File: config.mk
export PLATFORM = sky130hd
export DESIGN_NAME = alu_seq_exec
export DESIGN_NICKNAME = d
export VERILOG_FILES = /design/src/rtl/alu_pkg.sv /design/src/rtl/alu_comb_core.sv /design/src/rtl/alu_seq_exec.sv
export SDC_FILE = /design/constraint.sdc
export NUM_CORES = 1
export LEC_CHECK = 0
export CORE_UTILIZATION = 55
export DETAILED_ROUTE_END_ITERATION = 10
export GPL_ROUTABILITY_DRIVEN = 0
export PLACE_DENSITY_LB_ADDON = 0.2
export SKIP_CTS_REPAIR_TIMING = 1
export SYNTH_ARGS = -nofsm -noshare
export SYNTH_HDL_FRONTEND = slang
export SYNTH_SLANG_ARGS = --single-unit
File: constraint.sdc
create_clock -name clk -period 4.1 [get_ports clk]
set_input_delay 0.82 -clock clk [delete_from_list [all_inputs] [get_ports clk]]
set_output_delay 0.82 -clock clk [all_outputs]
set_load 0.02 [all_outputs]
File: src/rtl/alu_pkg.sv
// Shared definitions for the sequential ALU execution unit.
// ALU control codes and the FSM state encoding.
package alu_pkg;

    localparam logic [2:0] ALU_AND = 3'b000;
    localparam logic [2:0] ALU_OR  = 3'b001;
    localparam logic [2:0] ALU_ADD = 3'b010;
    localparam logic [2:0] ALU_NOR = 3'b011;
    localparam logic [2:0] ALU_SLL = 3'b100;
    localparam logic [2:0] ALU_SRL = 3'b101;
    localparam logic [2:0] ALU_SUB = 3'b110;
    localparam logic [2:0] ALU_SLT = 3'b111;

    typedef enum logic {
        IDLE  = 1'b0,
        SHIFT = 1'b1
    } state_t;

endpackage

File: src/rtl/alu_comb_core.sv
// Combinational part of the ALU: all single-cycle operations.
// Shift codes pass b through, which is the zero-amount shift result.
module alu_comb_core
    import alu_pkg::*;
#(
    parameter int WIDTH = 32
) (
    input  logic [2:0]       gctl,
    input  logic [WIDTH-1:0] a,
    input  logic [WIDTH-1:0] b,
    output logic [WIDTH-1:0] y
);

    // Select the single-cycle function of a and b
    always_comb begin
        y = b;
        unique case (gctl)
            ALU_AND: y = a & b;
            ALU_OR:  y = a | b;
            ALU_ADD: y = a + b;
            ALU_SUB: y = a - b;
            ALU_NOR: y = ~(a | b);
            ALU_SLT: begin
                y    = '0;
                y[0] = $signed(a) < $signed(b);
            end
            ALU_SLL: y = b;
            ALU_SRL: y = b;
        endcase
    end

endmodule

File: src/rtl/alu_seq_exec.sv
// EX-stage ALU: one-cycle logic/arith ops, bit-serial shifts.
// Shifts hold busy while iterating; done pulses on every completion.
module alu_seq_exec
    import alu_pkg::*;
#(
    parameter int WIDTH   = 32,
    parameter int SHAMT_W = 5
) (
    input  logic               clk,
    input  logic               rst_n,
    input  logic               start,
    input  logic [2:0]         gctl,
    input  logic [WIDTH-1:0]   a,
    input  logic [WIDTH-1:0]   b,
    input  logic [SHAMT_W-1:0] shamt,
    output logic [WIDTH-1:0]   result,
    output logic               zero,
    output logic               busy,
    output logic               done
);

    localparam logic [SHAMT_W-1:0] CNT_ONE = SHAMT_W'(1);

    state_t             r_state;
    logic [WIDTH-1:0]   r_sreg;
    logic [SHAMT_W-1:0] r_cnt;
    logic               r_right;
    logic [WIDTH-1:0]   r_result;
    logic               r_zero;
    logic               r_busy;
    logic               r_done;

    logic [WIDTH-1:0]   w_comb_y;
    logic [WIDTH-1:0]   w_shift_next;
    logic               w_is_shift;
    logic               w_long_shift;

    alu_comb_core #(
        .WIDTH (WIDTH)
    ) u_core (
        .gctl (gctl),
        .a    (a),
        .b    (b),
        .y    (w_comb_y)
    );

    // Classify the request and form the next one-bit shift step
    always_comb begin
        w_is_shift   = (gctl == ALU_SLL) || (gctl == ALU_SRL);
        w_long_shift = w_is_shift && (shamt != '0);
        w_shift_next = r_right ? (r_sreg >> 1) : (r_sreg << 1);
    end

    // FSM, shift datapath and registered outputs
    always_ff @(posedge clk or negedge rst_n) begin
        if (!rst_n) begin
            r_state  <= IDLE;
            r_sreg   <= '0;
            r_cnt    <= '0;
            r_right  <= 1'b0;
            r_result <= '0;
            r_zero   <= 1'b1;
            r_busy   <= 1'b0;
            r_done   <= 1'b0;
        end else begin
            r_done <= 1'b0;
            unique case (r_state)
                IDLE: begin
                    if (start) begin
                        if (w_long_shift) begin
                            r_sreg  <= b;
                            r_cnt   <= shamt;
                            r_right <= (gctl == ALU_SRL);
                            r_busy  <= 1'b1;
                            r_state <= SHIFT;
                        end else begin
                            r_result <= w_comb_y;
                            r_zero   <= (w_comb_y == '0);
                            r_done   <= 1'b1;
                        end
                    end
                end
                SHIFT: begin
                    r_sreg <= w_shift_next;
                    r_cnt  <= r_cnt - 1'b1;
                    if (r_cnt == CNT_ONE) begin
                        r_result <= w_shift_next;
                        r_zero   <= (w_shift_next == '0);
                        r_busy   <= 1'b0;
                        r_done   <= 1'b1;
                        r_state  <= IDLE;
                    end
                end
            endcase
        end
    end

    assign result = r_result;
    assign zero   = r_zero;
    assign busy   = r_busy;
    assign done   = r_done;

endmodule

==> run_results.csv, run 1 <==
group,metric,value,unit
outcome,status,"did not finish",
outcome,haltStage,"global routing",
outcome,stop_error,"[ERROR GRT-0232] Routing congestion too high. Check the congestion heatmap in the GUI.",
synth,syn_area,10100,um^2
timing,worst_endpoint,"zero$_DFFE_PN1P_/D",
cts,cts_buffer_depth,2,
global_route,grt_max_degree,75,
global_route,grt_use_total,0.601,
synth,synth-edff-count,0,
synth,synth_warnings,0,
synth,syn_avg_cell_area,7.63,um^2
synth,ys_seq_area_frac,0.184,
cts,cts_made_buffers,9,
synth,async_flop_share,1.00,
die,fp.dieH,137,um
timing,worst-ep-kind,"register input",
synth,synth_ff_type,"dfrtp_1",
synth,synth_nets,1508,
die,rows,49,
cts,clock_sinks,74,
die,die_w,137,um
placement,io_buffers,109,
placement,dp_hpwl,32100,um
die,start_util,0.561,
synth,synthCells,1321,
synth,ys_types,95,
cts,cts_root_buf,"clkbuf_16",
synth,ys_ff_latch,74,
die,pin_count,110,
global_route,grt_overflow,39,
cts,cts_max_level,3,
## through the flow
stage          instances  instance area [um^2]  setup WS (ns)  hold slack, ns
2_1_floorplan       1321                 10100         0.0304           0.491
3_3_place_gp        1937                 13800         -0.747           0.473
3_5_place_dp        1937                 13800         -0.799           0.479
4_1_cts             1953                 14100         -0.439           0.493
## logic make-up after synthesis
| family | after synthesis | synth area share |
|---|---|---|
| compound gates | 437 | 0.295 |
| xor+xnor | 52 | 0.0452 |
| fa+ha+maj | 112 | 0.140 |
| buf+inv | 189 | 0.0768 |
| flops | 74 | 0.184 |
| mux | 73 | 0.0751 |
| simple gates | 384 | 0.183 |
## synth_stat cells (all sizes together) (22+ instances only)
cell    number  share of area
a21oi       90          0.047
buf         38          0.021
clkbuf      47          0.017
dfrtp       73           0.18
ha         110           0.14
inv        101          0.038
mux2i       52          0.052
nand2      117          0.044
nor2       116          0.043
o211ai      38          0.029
o21ai      101          0.051
o22ai       27          0.017
o31ai       22          0.019
xnor2       45          0.039
## per-layer routing
layer  track usage  overflow
met2         0.826        18
met3         0.379         1
met4         0.532        19
met5        0.0472         0
met1         0.625         1
==> inputs of run 2 (changes only) <==
CORE_UTILIZATION = 40   (was 55)
PLACE_DENSITY_LB_ADDON = 0.15   (was 0.2)
==> run_results.csv, run 2 <==
group,metric,value,unit
cts,cts_made_buffers,9,
timing,finalHoldViolations,0,
placement,placedCellCount,2047,
route,wl,43600,um
synth,synth-simple-area-share,0.183,
finish,finalNonFillerCells,2092,
synth,synth_top_family_by_area,"compound AO/OA/AOI/OAI gates",
route,vias,12100,
synth,synth.area.mux_share,0.0751,
placement,dp_hpwl,34000,um
timing,finalMaxSlewViolations,0,
global_route,grt_antenna_before_repair,2,
run,maxCapViolCount,0,
hold_path,whs_path_depth,1,
cts,cts_max_level,3,
route,drc,0,
finish,nets,1950,
power_and_ir_drop,power.density,383,nW/um^2
synth,syn_area,10100,um^2
hold_path,hold_end,"result[22]",
synth,ys_types,95,
power_and_ir_drop,peakVddDrop,359,uV
setup_path,worstPathMaxFanout,20,
setup_path,slowest_stage,"o22ai_1",
synth,ys_seq_area_frac,0.184,
timing,worst_slew_pin_slew,0.991,ns
timing,min_period,4.29,ns
global_route,grt_use_total,0.319,
setup_path,cp_data_arrival_time,4.56,ns
outcome,failed_checks,"setup timing",
synth,ys_ff_latch,74,
power_and_ir_drop,p_leak,7.20,nW
setup_path,r2r_cells,7,
setup_path,r2r-end,"zero",
global_route,grt_pass1_wl,64100,um
synth,yosysMostFrequentCell,"nand2_1",
route,firstDrtPassIters,6,
synth,netlist.area_leader.share,0.181,
synth,synth_nets,1508,
synth,synth_warnings,0,
die,coreArea,24500,um^2
finish,syn_to_final_growth,55.6,%
cts,cts_tree,"built",
synth,synth-edff-count,0,
timing,finalCritPeriodShare,1.05,
synth,synth_xor_area_frac,0.0452,
setup_path,cpMostUsedCell,"o21ai_2",
finish,drive_above_1_share,0.361,
setup_path,critical_path_class,"in -> reg",
setup_path,crit_required,4.37,ns
finish,final_common_cell,"buf_4",
synth,yosysTopAreaCell,"dfrtp_1",
synth,synthCells,1321,
timing,setup_viol,1,
placement,io_buffers,109,
outcome,status,"finished with violations",
synth,synth_area_leaders,"dfrtp_1 (18%), ha_1 (14%), mux2i_1 (5.2%), o21ai_0 (4.6%), nand2_1 (4.4%)",
cts,clkLatencyLatePin,0.33,ns
die,die_w,161,um
synth,synth_ff_type,"dfrtp_1",
die,pin_count,110,
cts,cts_buffer_depth,2,
synth,synthTopCellsByCount,"nand2_1 (117), nor2_1 (116), ha_1 (110), inv_1 (99), o21ai_0 (93)",
timing,rsz0062_at_grt,"yes",
die,fp.dieArea,25800,um^2
setup_path,crit_start,"gctl[0]",
timing,timing.final.ws_setup,-0.194,ns
route,wire_per_inst,20.9,um
route,antenna_left,0,
route,drt_iter0_markers,904,
setup_path,crit_path_cell_trace,"clkdlybuf4s50_1 > buf_12 > nor2_1 > nand2_1 > o22ai_1 > o31a_1 > o31ai_2 > mux2i_1 > o21ai_2 > a221o_1 > or4b_4 > or4_4 > o21ai_2",
setup_path,startpoint_type,"input pin",
route,vias_per_cell,5.81,
hold_path,min_from,"result[22]",
synth,yosys.area_share.adder,0.140,
finish,n_antenna_cell,0,
synth,synth_compound_area_frac,0.295,
die,start_util,0.411,
setup_path,worst_setup_path_end_kind,"flop",
power_and_ir_drop,power,6.00,mW
setup_path,r2r_slack,1.16,ns
timing,totalNegativeSetupSlack,-0.194,ns
die,rows,57,
finish,layout_common_cells,"buf_4 (396), nand2_1 (115), nor2_1 (102)",
global_route,grt_overflow,0,
cts,clock_sinks,74,
setup_path,worst_path_largest_cell_delay,0.59,ns
die,fp.dieH,161,um
timing,fmax,0.233,GHz
cts,cts_root_buf,"clkbuf_16",
synth,async_flop_share,1.00,
global_route,first_global_vias,11500,
timing,relSlewSlack,0.339,
timing,holdWs,0.487,ns
setup_path,timing.rr.start,"r_right",
cts,clk_pin_slew,0.06,ns
synth,syn_avg_cell_area,7.63,um^2
timing,clock-skew-final,0.00762,ns
global_route,grt_max_degree,75,
hold_path,hold_path.class,"reg -> reg",
-- run 2: cell counts after synthesis --
Identical to the previous run, type by type.
-- run 2: layer usage --
metal	vias up	GRT usage	part of all wire
met5	-	0	0
met4	0	0.189	0.070
met3	168	0.0320	0.062
met2	563	0.529	0.46
met1	5744	0.402	0.40
li1	5673	-	-
-- run 2: metrics by stage --
step,util,area [um^2],setup slack [ns]
CTS,0.586,14400,-0.567
floorplan,-,10100,0.0304
detailed placement,0.573,14100,-0.898
global route,0.640,15700,-0.380
finish,0.640,15700,-0.194
global placement,0.573,14100,-0.866
-- run 2: cell families after synthesis --
| kind of cell | Yosys count |
|---|---|
| adder cells (fa/ha/maj) | 112 |
| AND/OR/NAND/NOR | 384 |
| flip-flops | 74 |
| AO/OA/AOI/OAI | 437 |
| buffers and inverters | 189 |
| multiplexers | 73 |
| XOR/XNOR | 52 |
-- run 2: how the worst max path moves through the flow --
stage / to / cells after the start
floorplan: zero / 14
global placement: result[24] / 15
detailed placement: result[24] / 15
CTS: zero / 16
global route: zero / 13
finish: zero / 13
-- run 2: final cells by class --
type                       count  area [um^2]
sequential                    74         1850
fill                        2133         8840
timing repair buffer         516         4260
inverter                     104          390
tap                          324          405
clock inverter                 6         90.1
clock buffer                  10          229
multi-input combinational   1058         8460
-- run 2: critical path, delay by kind of cell --
kind | cells | cell delay (ns)
compound gates | 6 | 1.46
buf+inv | 2 | 0.65
simple gates | 4 | 1.45
mux | 1 | 0.18
-- run 2: report_power, final --
group | internal (mW) | leakage, nW | switching [mW] | total [mW]
logic | 1.77 | 6.19 | 1.96 | 3.73
clock network | 0.535 | 0.153 | 0.309 | 0.844
registers | 1.10 | 0.862 | 0.332 | 1.43
Note: power is estimated with default switching activity, not from simulation.
